$ cat src/rtl/dut_seq_pkg.sv
// Shared types and default sizes for the vector sequencer.
// Optional feature macro: DUT_SEQ_INPUT_SYNC_EN adds a two-flop synchronizer on
// dut_in and stretches SETTLE by the two cycles the synchronizer adds.
package dut_seq_pkg;

  localparam int DUT_BUS_WIDTH = 32;
  localparam int ADDR_WIDTH    = 8;
  localparam int SETTLE_CYCLES = 2;

`ifdef DUT_SEQ_INPUT_SYNC_EN
  localparam int SYNC_EXTRA = 2;
`else
  localparam int SYNC_EXTRA = 0;
`endif

  typedef enum logic [2:0] {
    S_IDLE    = 3'd0,
    S_FETCH   = 3'd1,
    S_LOAD    = 3'd2,
    S_SETTLE  = 3'd3,
    S_CAPTURE = 3'd4,
    S_DONE    = 3'd5
  } state_t;

endpackage

$ cat src/rtl/dut_vector_sequencer_if.sv
// Vector buffer port between the sequencer (master) and the buffer RAM (slave).
// Handshake: there is no ready/backpressure. mem_rd_en is a one-cycle request and
// mem_rd_data is valid in the following cycle; mem_wr_en qualifies mem_wr_addr and
// mem_wr_data and the write is taken on the clock edge that ends the cycle.
// Read and write enables are never asserted together.
interface dut_vector_sequencer_if #(
  parameter int DW = dut_seq_pkg::DUT_BUS_WIDTH,
  parameter int AW = dut_seq_pkg::ADDR_WIDTH
);
  logic          mem_rd_en;
  logic [AW-1:0] mem_rd_addr;
  logic [DW-1:0] mem_rd_data;
  logic          mem_wr_en;
  logic [AW-1:0] mem_wr_addr;
  logic [DW-1:0] mem_wr_data;

  modport master (
    output mem_rd_en, mem_rd_addr,
    input  mem_rd_data,
    output mem_wr_en, mem_wr_addr, mem_wr_data
  );

  modport slave (
    input  mem_rd_en, mem_rd_addr,
    output mem_rd_data,
    input  mem_wr_en, mem_wr_addr, mem_wr_data
  );
endinterface

$ cat src/rtl/dut_vector_sequencer_in_sync.sv
// Two-flop synchronizer for the DUT sample bus; only instantiated when
// DUT_SEQ_INPUT_SYNC_EN is defined. Output lags the input by two clocks.
module dut_seq_in_sync #(
  parameter int WIDTH = dut_seq_pkg::DUT_BUS_WIDTH
) (
  input  logic             clk,
  input  logic             rst_n,
  input  logic [WIDTH-1:0] d_i,
  output logic [WIDTH-1:0] q_o
);
  logic [WIDTH-1:0] meta_q;
  logic [WIDTH-1:0] sync_q;

  // Two-stage capture of the asynchronous DUT pins.
  always_ff @(posedge clk or negedge rst_n) begin
    if (!rst_n) begin
      meta_q <= '0;
      sync_q <= '0;
    end else begin
      meta_q <= d_i;
      sync_q <= meta_q;
    end
  end

  assign q_o = sync_q;
endmodule

$ cat src/rtl/dut_vector_sequencer.sv
// Vector sequencer: fetches each vector from the buffer, drives it onto the DUT
// pins, waits for the pins to settle, samples the DUT and writes the result back
// over the same buffer word. Per-vector period is 3 + settle length.
// Optional feature macro: DUT_SEQ_INPUT_SYNC_EN (synchronized dut_in, +2 settle).
module dut_vector_sequencer #(
  parameter int DUT_BUS_WIDTH = dut_seq_pkg::DUT_BUS_WIDTH,
  parameter int ADDR_WIDTH    = dut_seq_pkg::ADDR_WIDTH,
  parameter int SETTLE_CYCLES = dut_seq_pkg::SETTLE_CYCLES
) (
  input  logic                     ACLK,
  input  logic                     ARESETN,
  input  logic                     go,
  input  logic [DUT_BUS_WIDTH-1:0] pin_dir,
  input  logic [ADDR_WIDTH:0]      burst_size,
  dut_vector_sequencer_if.master   mem,
  output logic [DUT_BUS_WIDTH-1:0] dut_out,
  output logic [DUT_BUS_WIDTH-1:0] dut_oe,
  input  logic [DUT_BUS_WIDTH-1:0] dut_in,
  output logic                     busy,
  output logic                     has_finished,
  output logic [ADDR_WIDTH:0]      vector_count,
  output dut_seq_pkg::state_t      dbg_state
);
  import dut_seq_pkg::*;

  localparam int SETTLE_LEN = SETTLE_CYCLES + SYNC_EXTRA;
  localparam int CW         = 5;
  localparam logic [CW-1:0]       SETTLE_LAST = CW'(SETTLE_LEN - 1);
  // Largest burst is one full pass over the buffer.
  localparam logic [ADDR_WIDTH:0] MAX_SIZE    = {1'b1, {ADDR_WIDTH{1'b0}}};

  state_t                   state_q, state_d;
  logic [ADDR_WIDTH:0]      size_q, size_d;
  logic [ADDR_WIDTH:0]      count_q, count_d;
  logic [ADDR_WIDTH-1:0]    ptr_q, ptr_d;
  logic [DUT_BUS_WIDTH-1:0] pdir_q, pdir_d;
  logic [DUT_BUS_WIDTH-1:0] out_q, out_d;
  logic [DUT_BUS_WIDTH-1:0] oe_q, oe_d;
  logic [CW-1:0]            settle_q, settle_d;

  logic [DUT_BUS_WIDTH-1:0] dut_in_s;
  logic [ADDR_WIDTH:0]      size_clamped;
  logic [ADDR_WIDTH:0]      count_inc;
  logic                     rd_en, wr_en;
  logic [ADDR_WIDTH-1:0]    rd_addr, wr_addr;
  logic [DUT_BUS_WIDTH-1:0] wr_data;

`ifdef DUT_SEQ_INPUT_SYNC_EN
  dut_seq_in_sync #(.WIDTH(DUT_BUS_WIDTH)) u_in_sync (
    .clk   (ACLK),
    .rst_n (ARESETN),
    .d_i   (dut_in),
    .q_o   (dut_in_s)
  );
`else
  assign dut_in_s = dut_in;
`endif

  assign size_clamped = (burst_size > MAX_SIZE) ? MAX_SIZE : burst_size;
  assign count_inc    = count_q + 1'b1;

  // State and datapath registers; reset aborts any run without a write.
  always_ff @(posedge ACLK or negedge ARESETN) begin
    if (!ARESETN) begin
      state_q  <= S_IDLE;
      size_q   <= '0;
      count_q  <= '0;
      ptr_q    <= '0;
      pdir_q   <= '0;
      out_q    <= '0;
      oe_q     <= '0;
      settle_q <= '0;
    end else begin
      state_q  <= state_d;
      size_q   <= size_d;
      count_q  <= count_d;
      ptr_q    <= ptr_d;
      pdir_q   <= pdir_d;
      out_q    <= out_d;
      oe_q     <= oe_d;
      settle_q <= settle_d;
    end
  end

  // Next-state and buffer-port decode. Dropping go aborts to IDLE from any busy
  // state; oe is cleared on every transition into IDLE or DONE.
  always_comb begin
    state_d  = state_q;
    size_d   = size_q;
    count_d  = count_q;
    ptr_d    = ptr_q;
    pdir_d   = pdir_q;
    out_d    = out_q;
    oe_d     = oe_q;
    settle_d = settle_q;
    rd_en    = 1'b0;
    rd_addr  = '0;
    wr_en    = 1'b0;
    wr_addr  = '0;
    wr_data  = '0;
    case (state_q)
      S_IDLE: begin
        oe_d = '0;
        if (go) begin
          size_d  = size_clamped;
          pdir_d  = pin_dir;
          count_d = '0;
          ptr_d   = '0;
          state_d = (size_clamped == '0) ? S_DONE : S_FETCH;
        end
      end
      S_FETCH: begin
        rd_en   = 1'b1;
        rd_addr = ptr_q;
        if (go) begin
          state_d = S_LOAD;
        end else begin
          oe_d    = '0;
          state_d = S_IDLE;
        end
      end
      S_LOAD: begin
        if (go) begin
          out_d    = mem.mem_rd_data;
          oe_d     = pdir_q;
          settle_d = '0;
          state_d  = S_SETTLE;
        end else begin
          oe_d    = '0;
          state_d = S_IDLE;
        end
      end
      S_SETTLE: begin
        if (!go) begin
          oe_d    = '0;
          state_d = S_IDLE;
        end else if (settle_q == SETTLE_LAST) begin
          state_d = S_CAPTURE;
        end else begin
          settle_d = settle_q + 1'b1;
        end
      end
      S_CAPTURE: begin
        // The write is committed even if go drops in this cycle.
        wr_en   = 1'b1;
        wr_addr = ptr_q;
        wr_data = dut_in_s & ~pdir_q;
        count_d = count_inc;
        ptr_d   = ptr_q + 1'b1;
        if (!go) begin
          oe_d    = '0;
          state_d = S_IDLE;
        end else if (count_inc == size_q) begin
          oe_d    = '0;
          state_d = S_DONE;
        end else begin
          state_d = S_FETCH;
        end
      end
      S_DONE: begin
        oe_d = '0;
        if (!go) state_d = S_IDLE;
      end
      default: begin
        oe_d    = '0;
        state_d = S_IDLE;
      end
    endcase
  end

  assign mem.mem_rd_en   = rd_en;
  assign mem.mem_rd_addr = rd_addr;
  assign mem.mem_wr_en   = wr_en;
  assign mem.mem_wr_addr = wr_addr;
  assign mem.mem_wr_data = wr_data;

  assign dut_out      = out_q;
  assign dut_oe       = oe_q;
  assign vector_count = count_q;
  assign busy         = (state_q != S_IDLE) && (state_q != S_DONE);
  assign has_finished = (state_q == S_DONE);
  assign dbg_state    = state_q;

endmodule

$ cat src/flat_wrapper.sv
// flat-port wrapper written by rule: the top's interface ports become plain ports
module dut_vector_sequencer_flat import dut_seq_pkg::*;
#(
  parameter int DUT_BUS_WIDTH = dut_seq_pkg::DUT_BUS_WIDTH,
  parameter int ADDR_WIDTH    = dut_seq_pkg::ADDR_WIDTH,
  parameter int SETTLE_CYCLES = dut_seq_pkg::SETTLE_CYCLES
)
  (ACLK, ARESETN, go, pin_dir, burst_size, dut_out, dut_oe, dut_in, busy, has_finished, vector_count, dbg_state, mem_mem_rd_en, mem_mem_rd_addr, mem_mem_rd_data, mem_mem_wr_en, mem_mem_wr_addr, mem_mem_wr_data);
  dut_vector_sequencer_if #(.DW((32)), .AW((8))) mem_i ();
  input  logic ACLK;
  input  logic ARESETN;
  input  logic go;
  input  logic [DUT_BUS_WIDTH-1:0] pin_dir;
  input  logic [ADDR_WIDTH:0] burst_size;
  output logic [DUT_BUS_WIDTH-1:0] dut_out;
  output logic [DUT_BUS_WIDTH-1:0] dut_oe;
  input  logic [DUT_BUS_WIDTH-1:0] dut_in;
  output logic busy;
  output logic has_finished;
  output logic [ADDR_WIDTH:0] vector_count;
  output dut_seq_pkg::state_t dbg_state;
  output wire logic [$bits(mem_i.mem_rd_en)-1:0] mem_mem_rd_en;
  output wire logic [$bits(mem_i.mem_rd_addr)-1:0] mem_mem_rd_addr;
  input wire logic [$bits(mem_i.mem_rd_data)-1:0] mem_mem_rd_data;
  output wire logic [$bits(mem_i.mem_wr_en)-1:0] mem_mem_wr_en;
  output wire logic [$bits(mem_i.mem_wr_addr)-1:0] mem_mem_wr_addr;
  output wire logic [$bits(mem_i.mem_wr_data)-1:0] mem_mem_wr_data;
  assign mem_mem_rd_en = mem_i.mem_rd_en;
  assign mem_mem_rd_addr = mem_i.mem_rd_addr;
  assign mem_i.mem_rd_data = mem_mem_rd_data;
  assign mem_mem_wr_en = mem_i.mem_wr_en;
  assign mem_mem_wr_addr = mem_i.mem_wr_addr;
  assign mem_mem_wr_data = mem_i.mem_wr_data;
  dut_vector_sequencer #(.DUT_BUS_WIDTH(DUT_BUS_WIDTH), .ADDR_WIDTH(ADDR_WIDTH), .SETTLE_CYCLES(SETTLE_CYCLES)) u_core (.ACLK(ACLK), .ARESETN(ARESETN), .go(go), .pin_dir(pin_dir), .burst_size(burst_size), .mem(mem_i), .dut_out(dut_out), .dut_oe(dut_oe), .dut_in(dut_in), .busy(busy), .has_finished(has_finished), .vector_count(vector_count), .dbg_state(dbg_state));
endmodule
$ cat config.mk
export PLATFORM = sky130hd
export DESIGN_NAME = dut_vector_sequencer_flat
export DESIGN_NICKNAME = d
export VERILOG_FILES = /design/src/rtl/dut_seq_pkg.sv /design/src/rtl/dut_vector_sequencer_if.sv /design/src/rtl/dut_vector_sequencer_in_sync.sv /design/src/rtl/dut_vector_sequencer.sv /design/src/flat_wrapper.sv
export SDC_FILE = /design/constraint.sdc
export NUM_CORES = 1
export LEC_CHECK = 0
export CAP_MARGIN = 25
export CORE_MARGIN = 2
export CORE_UTILIZATION = 35
export CTS_CLUSTER_DIAMETER = 120
export DETAILED_ROUTE_END_ITERATION = 12
export MAX_ROUTING_LAYER = met4
export PLACE_DENSITY = 0.62
export SKIP_CTS_REPAIR_TIMING = 1
export SYNTH_ARGS = -nofsm -noshare
export SYNTH_HDL_FRONTEND = slang
export SYNTH_SLANG_ARGS = --single-unit
$ cat constraint.sdc
create_clock -name ACLK -period 3.5 [get_ports ACLK]
set_clock_uncertainty 0.05 [all_clocks]
set_input_delay 0.35 -clock ACLK [delete_from_list [all_inputs] [get_ports ACLK]]
set_output_delay 0.35 -clock ACLK [all_outputs]
set_load 0.03 [all_outputs]
Yosys cells after proc, flatten, opt, wreduce, memory -nomap -nowiden
Index checks and enable logic that the tools add are counted.

word-level totals
  logic and storage cells = 72
  bits of input ports = 108
  register bits = 130
  output and inout port bits = 128

operators by class
  equal/unequal tests = 16
  reduce and logical (&&, ||, !) cells = 13
  bitwise gates (word level) = 2
  $lt $le $gt $ge = 1
  $add $sub $neg = 3
  mux-type cells = 29

operator list
  cell                 number
  $mux 32              5
  $pmux 32 s3          1
  $and 32x32->32       1
  $not 32->32          1
  $mux 8               3
  $mux 3               7
  $mux 9               2
  $pmux 3 s6           1
  $pmux 9 s2           1
  $pmux 8 s2           1
  $mux 5               3
  $ne 2x2->1 const B   6
  $pmux 5 s2           1
  $add 9x1->9 const B  1
  $eq 9x9->1           1
  $gt 9x9->1 const B   1
  $logic_not 9->1      1
  $add 8x1->8 const B  1
  $reduce_and 2->1     4
  $eq 3x2->1 const B   2
  $eq 3x3->1 const B   2
  $ne 3x2->1 const B   2
  $add 5x1->5 const B  1
  $eq 5x1->1 const B   1
  other kinds (11)     14

Longest topological paths before layout
Gate-level depths: netlist of run 1.

  depth after elaboration = 6
  mapped depth = 8
  depth with buffers taken out = 7

Worst setup path before layout of run 1
No wires, ideal clock.

  path type = flip-flop to output port
  start = reg u_core.state_q[1], in the netlist u_core.dbg_state[1]
  end = out mem_mem_wr_data[23]
  data required time = 3.100 ns
  setup slack = 0.937 ns
  cell stages (with the launch flop) = 7
  arrival = 2.163 ns
  buffers on the path = 3
  path through = dfrtp_1 > clkbuf_1 > nor2_1 > nand2_1 > clkbuf_1 > clkbuf_1 > nor3b_1

between the ends
  word-level cells in the longest chain between the ends = 2

RTL lines
  what                      RTL line                     RTL
  start: declaration        dut_vector_sequencer.sv:32   state_t state_q, state_d;
  start signal: assignment  dut_vector_sequencer.sv:74   state_q <= state_d;
  $eq 3x3->1                dut_vector_sequencer.sv:101  case (state_q)
  $mux 32                   dut_vector_sequencer.sv:101
  end: declaration          flat_wrapper.sv:27           output wire logic [$bits(mem_i.mem_wr_data)-1:0] mem_mem_wr_data;

No other way between the ends.

Final worst setup path of run 1
  start = reg u_core.state_q[0], in the netlist u_core.dbg_state[0]
  end = out mem_mem_wr_data[18]

The elaborated chain is that of the path after synthesis.

==> impl_metrics.csv, run 1 <==
group,metric,value,unit
floorplan,die_w,136,um
clock_tree,numCtsBuffers,17,
place,placed_cell_area,0.00869,mm2
synthesis,async_flop_share,100,%
setup_path,worstPathMaxFanout,22,
setup_path,r2r_end,"u_core.dut_oe[11]$_DFFE_PN0P_",
clock_tree,clk_latency,0.42,ns
grt,grt_max_degree,77,
route,drtIter0Drc,301,
job,cap_violations,0,
sta,timing.final.crit_share,92.4,%
setup_path,path_class,"reg2out",
sta,maxSlewViolCount,0,
setup_path,critPathRequiredTime,3.10,ns
synthesis,synth_top_area_share,53.1,%
grt,grt_pass1_wl,29200,um
setup_path,start_kind,"flop",
place,port_buffers,235,
floorplan,rows,48,
place,place_hpwl,12900,um
cells_and_area,ff_latch_area,0.00325,mm2
grt,overflow,0,
sta,fmax,0.309,GHz
cells_and_area,final_cell_mix,"clkdlybuf4s50_1 (233), nand2_1 (167), dfrtp_1 (130)",
cells_and_area,final_common_cell,"clkdlybuf4s50_1",
sta,period_minus_slack,3.23,ns
route,avgViaCountPerCell,5.10,
status,status,"complete, no violations",
clock_tree,clk_path_buf_depth,2,
synthesis,synth_warnings,0,
synthesis,syn_nets,733,
worst_hold_path,hold_depth,4,
synthesis,synth_ff_type,"dfrtp_1",
synthesis,synth.distinct_cells,38,
floorplan,io_pins,236,
route,wl,18400,um
power_and_ir_drop,ir_drop,411,uV
worst_hold_path,min_from,"go",
route,antenna_left,0,
synthesis,postSynthCellCount,621,
clock_tree,clk_pin_slew_worst_paths,0.06,ns
grt,antenna_found_initial,1,
synthesis,synth.largest_area_cell,"dfrtp_1",
synthesis,ys_seq_area_share,53.1,%
synthesis,syn_area_per_cell,9.86,um2
route,drtPass1Iterations,5,
cells_and_area,layout.nets,959,
clock_tree,cts-htree-levels,4,
sta,tightest_slew,0.970,ns
synthesis,synth.area.top_cells,"dfrtp_1 (53%), nand2_1 (10%), mux2_2 (5.9%)",
floorplan,die_area,0.0186,mm2
cells_and_area,fill_cells,1531,
clock_tree,cts.sinks,130,
route,num_vias,5544,
floorplan,die-height,136,um
sta,relSlewSlack,34.4,%
power_and_ir_drop,power.density,602,mW/mm2
place,gp_congestion,0.796,
setup_path,rrSetupSlack,0.83,ns
synthesis,synth_edf_count,0,
synthesis,syn_area,0.00612,mm2
sta,finalHoldViolCount,0,
clock_tree,clockRootBuffer,"clkbuf_16",
setup_path,critPathCaptureType,"output port",
worst_hold_path,whs_endpoint,"u_core.dbg_state[1]$_DFFE_PN0P_",
clock_tree,cts_tree,"yes",
power_and_ir_drop,p_leak,3.95,nW
cells_and_area,drive_above_1_share,11.6,%
grt,grt_util_all_layers,21.0,%
sta,rsz0062_at_grt,"no",
synthesis,ys_seq_elements,130,
worst_hold_path,hold_path_class,"in2reg",
floorplan,core_area,0.0172,mm2
cells_and_area,syn2layout_area_growth,51.8,%
setup_path,reg2reg_depth,8,
setup_path,arrival,2.83,ns
cells_and_area,multi_input_area,0.00268,mm2
route,wire_per_inst,16.9,um
cells_and_area,final_area,0.00929,mm2
grt,grt_pass1_vias,5616,
route,drc_errors,0,
sta,finalSetupTns,0,ns
floorplan,initial_core_util,35.6,%
setup_path,r2r_start,"u_core.dbg_state[0]$_DFFE_PN0P_",
sta,setup_viol,0,
## critical path, cell delays in order (launching register included)
cell and delay (ns):
dfrtp_1 0.56, nor2_1 0.25, nand2_2 0.34, buf_4 0.31, nor3b_1 0.23, clkdlybuf4s50_1 0.72
## flip-flops by register name, summed over array words and instances, names as in the netlist
| signal | flops |
|---|---|
| u_core.dbg_state | 3 |
| u_core.dut_oe | 32 |
| u_core.dut_out | 32 |
| u_core.pdir_q | 32 |
| u_core.ptr_q | 8 |
| u_core.settle_q | 5 |
| u_core.size_q | 9 |
| u_core.vector_count | 9 |
## final cells by class
type	instances	share of cell area [%]
antenna	1	0.0269
clock buffer	18	4.73
clock inverter	14	1.66
inverter	4	0.162
multi-input combinational	443	28.8
sequential	130	35.0
tap	225	3.03
timing repair buffer	251	26.6
## report_power, final
part	leakage [nW]	internal, mW	switching (mW)
clock network	0.284	1.08	0.694
logic	2.00	0.762	0.903
registers	1.67	1.87	0.287
total	3.95	3.71	1.88
## per-stage QoR
step / hold WS (ns) / setup WS (ns) / total power [mW] / util (%) / std cells
3_5_place_dp: 0.382 / 0.702 / 3.86 / 50.6 / 1052
5_1_grt: 0.365 / 0.110 / 5.89 / 54.1 / 1086
6_report: 0.373 / 0.267 / 5.60 / 54.1 / 1086
4_1_cts: -0.0736 / 0.215 / 5.66 / 54.0 / 1084
3_3_place_gp: 0.368 / 0.838 / 3.82 / 50.6 / 1052
2_1_floorplan: 0.00441 / 0.937 / 3.06 / - / 621
## cells by family (layout without fill, tap and decap cells)
group                    count (synthesis)  in the layout  synth area share [%]
flip-flops                             130            130                  53.1
adder cells (fa/ha/maj)                  4              4                 0.818
AND/OR/NAND/NOR                        276            276                  21.4
multiplexers                            32             32                  5.89
other                                    0              1                     0
AO/OA/AOI/OAI                          117            117                  13.3
buffers and inverters                   48            287                  3.43
XOR/XNOR                                14             14                  2.00
## per-layer routing
layer / GRT usage, % / part of all wire, %
met1: 25.2 / 41
met2: 33.6 / 50
met3: 5.56 / 5.9
met4: 8.74 / 2.8
met5: - / 0
## synthesized netlist by cell type, drive strengths merged (6+ instances only)
cell type / n
mux2: 32
nand3b: 8
o21ai: 66
xnor2: 7
a22o: 6
xor2: 7
clkbuf: 34
nand2: 168
buf: 10
nor3b: 35
nor2: 18
and3: 22
dfrtp: 130
nand3: 7
a32oi: 32
## worst max path at each step
stage	startpoint	end	slack (ns)
6_report	u_core.dbg_state[0]$_DFFE_PN0P_	mem_mem_wr_data[18]	0.27
5_1_grt	u_core.dbg_state[0]$_DFFE_PN0P_	mem_mem_wr_data[18]	0.11
4_1_cts	u_core.dbg_state[0]$_DFFE_PN0P_	mem_mem_wr_data[18]	0.21
3_5_place_dp	u_core.dbg_state[0]$_DFFE_PN0P_	mem_mem_wr_data[18]	0.70
3_3_place_gp	u_core.dbg_state[0]$_DFFE_PN0P_	mem_mem_wr_data[21]	0.84
2_1_floorplan	u_core.dbg_state[1]$_DFFE_PN0P_	mem_mem_wr_data[23]	0.94
No activity file was read; power rests on OpenSTA's default activity.
==> run 2, diff against run 1 <==
Settings changed: CORE_MARGIN 2 to not set.
==> run 2 against run 1 <==
  * Final area is 0.12% higher
  * Worst setup slack worse by 0.039 ns
  * Flip-flop and latch count stayed put
  * Fmax is 1.2% lower
  * Worst hold slack worse by 0.057 ns
  * Wire length is 0.54% lower
  * Global-route usage is 0.50 points higher
  * Clock power is 4% higher
  * Non-clock buffer count is 5 lower
  * First-iteration DRC count is 15% lower
  * Utilization is 1.2 points higher
  * Critical path type unchanged
  * Critical endpoint is now mem_mem_wr_en
==> impl_metrics.csv, run 2 (synthesis gave the netlist of run 1 again) <==
group,metric,value,unit
status,status,"complete, no violations",
setup_path,critPathCaptureType,"output port",
grt,overflow,0,
job,cap_violations,0,
sta,tightest_slew,0.862,ns
power_and_ir_drop,power.density,610,mW/mm2
cells_and_area,syn2layout_area_growth,52.0,%
setup_path,endpoint,"mem_mem_wr_en",
floorplan,initial_core_util,36.4,%
floorplan,die_w,134,um
setup_path,start_kind,"flop",
place,port_buffers,235,
setup_path,reg2reg_depth,8,
grt,antenna_found_initial,0,
cells_and_area,final_cell_mix,"clkdlybuf4s50_1 (233), nand2_1 (167), dfrtp_1 (130)",
route,avgViaCountPerCell,5.11,
worst_hold_path,hold_path_class,"in2async",
route,drtIter0Drc,255,
clock_tree,clk_pin_slew_worst_paths,0.06,ns
clock_tree,cts-htree-levels,4,
setup_path,path_cells,"nor2_1 > nand2_2 > buf_12 > inv_1 > clkdlybuf4s50_1",
grt,grt_pass1_wl,29200,um
route,drtPass1Iterations,4,
sta,setup_viol,0,
setup_path,cp_slowest_stage_delay,0.73,ns
setup_path,critPathLaunch,"u_core.dbg_state[0]$_DFFE_PN0P_",
cells_and_area,final_common_cell,"clkdlybuf4s50_1",
setup_path,rrSetupSlack,0.82,ns
power_and_ir_drop,p_leak,3.95,nW
floorplan,core_area,0.0168,mm2
route,drc_errors,0,
setup_path,arrival,2.87,ns
setup_path,slowest_stage,"clkdlybuf4s50_1",
clock_tree,clockRootBuffer,"clkbuf_16",
grt,grt_util_all_layers,21.5,%
route,wl,18300,um
route,num_vias,5489,
setup_path,path_class,"reg2out",
setup_path,r2r_start,"u_core.dbg_state[0]$_DFFE_PN0P_",
sta,finalHoldViolCount,0,
sta,fmax,0.306,GHz
floorplan,rows,47,
clock_tree,cts.sinks,130,
power_and_ir_drop,ir_drop,424,uV
setup_path,worstPathMaxFanout,50,
floorplan,io_pins,236,
route,wire_per_inst,17.0,um
floorplan,die-height,134,um
grt,grt_max_degree,112,
sta,relSlewSlack,41.7,%
clock_tree,cts_tree,"yes",
sta,finalSetupTns,0,ns
cells_and_area,layout.nets,954,
place,gp_congestion,0.838,
clock_tree,clk_latency,0.41,ns
setup_path,critPathRequiredTime,3.10,ns
sta,rsz0062_at_grt,"no",
sta,period_minus_slack,3.27,ns
cells_and_area,n_antenna_cell,0,
place,place_hpwl,12300,um
floorplan,die_area,0.0180,mm2
route,antenna_left,0,
clock_tree,numCtsBuffers,17,
grt,grt_pass1_vias,5506,
clock_tree,clk_path_buf_depth,2,
sta,maxSlewViolCount,0,
cells_and_area,drive_above_1_share,11.1,%
sta,timing.final.crit_share,93.5,%
setup_path,r2r_end,"u_core.dut_oe[13]$_DFFE_PN0P_",
cells_and_area,utilization,55.3,%
[run 2: cell types whose count changed in the layout (fill, tap and decap cells not counted), sizes merged]
cell      delta
diode        -1
buf          -5
inv          -1
clkinvlp     +1
clkinv       -1
bufinv       +1
[run 2: per-layer routing]
metal	share of wire, %	vias to the layer above	routed length [um]	global-route usage (%)
li1	-	2613	-	-
met1	43	2661	7830	25.6
met2	49	186	8900	34.9
met3	6.3	29	1160	5.86
met4	2.2	0	394	7.87
met5	0	-	0	-
[run 2: report_power, final]
| part | switching, mW | internal [mW] |
|---|---|---|
| combinational | 0.901 | 0.760 |
| clock | 0.695 | 1.15 |
| sequential | 0.296 | 1.87 |
[run 2: worst max-delay path: cells and delay by family, from the launching register on]
kind,cells,cell delay [ns]
buf+inv,3,1.21
simple gates,2,0.70
flops,1,0.54
[run 2: per-stage QoR]
step	instance area, um2	setup WS (ns)	power, mW	hold WS (ns)	std cells
global route	9300	0.0514	5.96	0.343	1075
CTS	9290	0.220	5.73	-0.236	1074
detailed placement	8680	0.666	3.87	0.203	1042
finish	9300	0.228	5.67	0.316	1075
floorplan	6120	0.937	3.06	0.00441	621
global placement	8680	0.780	3.82	0.202	1042
[run 2: layout make-up]
cell class	instances	area (um2)
fill	1489	7520
tap	220	275
clock buffer	18	439
timing repair buffer	246	2470
clock inverter	14	178
sequential	130	3250
multi-input combinational	443	2680
inverter	4	15.0
[run 2: worst min-delay path by stage]
stage	from	end	slack, ns	cells past startpoint
after floorplan	ARESETN	u_core.dbg_state[0]$_DFFE_PN0P_	0.004	0
after global placement	ARESETN	u_core.settle_q[4]$_DFFE_PN0P_	0.20	1
after detailed placement	ARESETN	u_core.settle_q[4]$_DFFE_PN0P_	0.20	1
after CTS	ARESETN	u_core.vector_count[4]$_DFFE_PN0P_	-0.24	1
after global routing	ARESETN	u_core.settle_q[3]$_DFFE_PN0P_	0.34	2
final	ARESETN	u_core.settle_q[3]$_DFFE_PN0P_	0.32	2
==> run 3, diff against run 2 <==
Settings changed: ABC_AREA set to 1, PLACE_DENSITY 0.62 to 0.63.
==> run 3 against run 2 <==
  * Sequential power up 8%
  * Combinational power up 27%
  * Worst hold slack better by 0.10 ns
  * Fmax up 15%
  * Die area down 1.9%
  * Flip-flop and latch count unchanged
  * Non-clock buffer count down 4
  * Total power up 12%
  * Synthesized area down 2.0%
  * Critical path type unchanged
  * Worst setup slack better by 0.42 ns
  * Clock power up 4%
  * Largest power group unchanged
==> impl_metrics.csv, run 3 <==
group,metric,value,unit
status,status,"complete, no violations",
route,wl,16600,um
job,cap_violations,0,
power_and_ir_drop,p_comb_share,33.1,%
grt,antenna_found_initial,0,
route,drtPass1Iterations,6,
clock_tree,cts_tree,"yes",
grt,overflow,0,
route,top_layer_used,"met4",
setup_path,critPathRequiredTime,3.10,ns
sta,period_minus_slack,2.85,ns
sta,relSlewSlack,49.7,%
setup_path,arrival,2.45,ns
floorplan,initial_core_util,36.1,%
place,port_buffers,235,
floorplan,die_w,133,um
power_and_ir_drop,p_int,4.07,mW
route,drc_errors,0,
clock_tree,cts-htree-levels,4,
power_and_ir_drop,p_leak,4.33,nW
sta,fmax,0.351,GHz
clock_tree,clk_latency,0.41,ns
synthesis,synth.distinct_cells,35,
floorplan,die-height,133,um
sta,holdWs,0.417,ns
cells_and_area,multi_input_area,0.00244,mm2
cells_and_area,ff_latch_area,0.00325,mm2
cells_and_area,layout.cells.non_filler,1216,
route,wl_met1,7280,um
synthesis,synth_most_common_cell,"nand2_1",
worst_hold_path,hold_path_class,"reg2reg",
sta,setup_viol,0,
synthesis,synth_warnings,0,
sta,finalSetupTns,0,ns
synthesis,ys_seq_area_share,54.2,%
clock_tree,clockRootBuffer,"clkbuf_16",
cells_and_area,layout.nets,1095,
grt,grt_pass1_vias,5310,
synthesis,synthTopCellsByCount,"nand2_1 (339), dfrtp_1 (130), nor2_1 (66), nand2_2 (47), inv_1 (42)",
sta,maxSlewViolCount,0,
cells_and_area,final_cell_mix,"nand2_1 (339), clkdlybuf4s50_1 (234), dfrtp_1 (130)",
power_and_ir_drop,p_sw_share,36.0,%
clock_tree,cts.sinks,130,
synthesis,async_flop_share,100,%
power_and_ir_drop,power.density,690,mW/mm2
synthesis,syn_nets,861,
power_and_ir_drop,ir_drop,407,uV
route,antenna_left,0,
floorplan,rows,47,
sta,finalHoldViolCount,0,
cells_and_area,final_area,0.00921,mm2
power_and_ir_drop,pwr-share-clk,30.0,%
synthesis,synth.largest_area_cell,"dfrtp_1",
cells_and_area,fill_cells,1563,
synthesis,synth_top_area_share,54.2,%
place,placed_cell_area,0.00855,mm2
synthesis,ys_seq_elements,130,
cells_and_area,n_antenna_cell,0,
route,met3_length,1130,um
setup_path,start_kind,"flop",
place,gp_congestion,0.831,
setup_path,path_class,"reg2out",
power_and_ir_drop,pwr-share-seq,36.9,%
route,route.met2.wl,7890,um
cells_and_area,final_common_cell,"nand2_1",
power_and_ir_drop,p_total,6.35,mW
synthesis,synth_edf_count,0,
sta,timing.final.crit_share,81.4,%
setup_path,worstPathMaxFanout,37,
place,dp_cells,1183,
clock_tree,clk_path_buf_depth,2,
setup_path,r2r_start,"u_core.vector_count[0]$_DFFE_PN0P_",
setup_path,critPathCaptureType,"output port",
route,avgViaCountPerCell,4.46,
floorplan,die_area,0.0177,mm2
route,wire_per_inst,13.6,um
synthesis,postSynthCellCount,749,
worst_hold_path,min_from,"u_core.dut_out[12]$_DFFE_PN0P_",
power_and_ir_drop,switchingPower,2.29,mW
clock_tree,numCtsBuffers,17,
floorplan,core_area,0.0166,mm2
synthesis,synth_ff_type,"dfrtp_1",
cells_and_area,syn2layout_area_growth,53.4,%
setup_path,critPathLaunch,"u_core.dbg_state[0]$_DFFE_PN0P_",
synthesis,synth.area.top_cells,"dfrtp_1 (54%), nand2_1 (21%), nand2_2 (4.9%)",
route,drtIter0Drc,244,
floorplan,io_pins,236,
grt,grt_max_degree,80,
synthesis,syn_area_per_cell,8.01,um2
grt,grt_util_all_layers,20.2,%
cells_and_area,drive_above_1_share,10.3,%
route,num_vias,5419,
sta,tightest_slew,0.755,ns
place,place_hpwl,11600,um
sta,rsz0062_at_grt,"no",
grt,grt_pass1_wl,27000,um
clock_tree,clk_pin_slew_worst_paths,0.06,ns
synthesis,syn_area,0.00600,mm2
-- run 3: per-layer routing --
metal,vias up,global-route usage [%]
met3,21,5.44
li1,2776,-
met4,0,7.47
met1,2466,24.7
met5,-,-
met2,156,32.0
-- run 3: cell families (layout without fill, tap and decap cells) --
logic type | after synthesis | count (layout) | synth area share [%]
simple gates | 497 | 497 | 34.8
flops | 130 | 130 | 54.2
buf+inv | 73 | 320 | 5.44
compound gates | 39 | 39 | 3.88
xor+xnor | 6 | 6 | 0.876
fa+ha+maj | 4 | 4 | 0.834
-- run 3: power by group through the flow --
stage	clock [mW]	combinational, mW	sequential, mW
after floorplan	0	0.765	2.77
after global placement	0	2.11	2.36
after detailed placement	0	2.13	2.36
after CTS	1.94	2.13	2.35
after global routing	2.01	2.29	2.41
final	1.91	2.10	2.35
-- run 3: path summary, 6_finish.rpt --
check / slack [ns] / cells after the start / end
worst max register to register: 1.20 / 12 / u_core.dut_oe[19]$_DFFE_PN0P_
worst max-delay path: 0.65 / 7 / mem_mem_wr_data[20]
worst min register to register: 0.42 / 2 / u_core.dut_out[12]$_DFFE_PN0P_
worst min-delay path: 0.42 / 2 / u_core.dut_out[12]$_DFFE_PN0P_
max in group asynchronous: 2.13 / 3 / u_core.dut_out[4]$_DFFE_PN0P_
min in group asynchronous: 0.49 / 2 / u_core.pdir_q[28]$_DFFE_PN0P_
-- run 3: through the flow --
step	utilization [%]	setup slack, ns
after global routing	55.3	0.465
final	55.3	0.651
after global placement	51.4	1.06
after CTS	55.3	0.605
after floorplan	-	0.774
after detailed placement	51.4	1.01
-- run 3: cell type report --
class	instances	share of cell area [%]
clock inverters	12	1.96
multi-input cells	546	26.5
clock buffers	20	5.07
repair buffers	242	26.3
inverters	46	1.88
flip-flops and latches	130	35.3
well taps	220	2.99
-- run 3: critical path, stage by stage, from the launching register on --
cell and delay [ns]:
dfrtp_1 0.44, nor2_1 0.14, inv_1 0.08, nor2_4 0.08, buf_4 0.39, nand2_1 0.10, nor2_1 0.11, clkdlybuf4s50_1 0.68
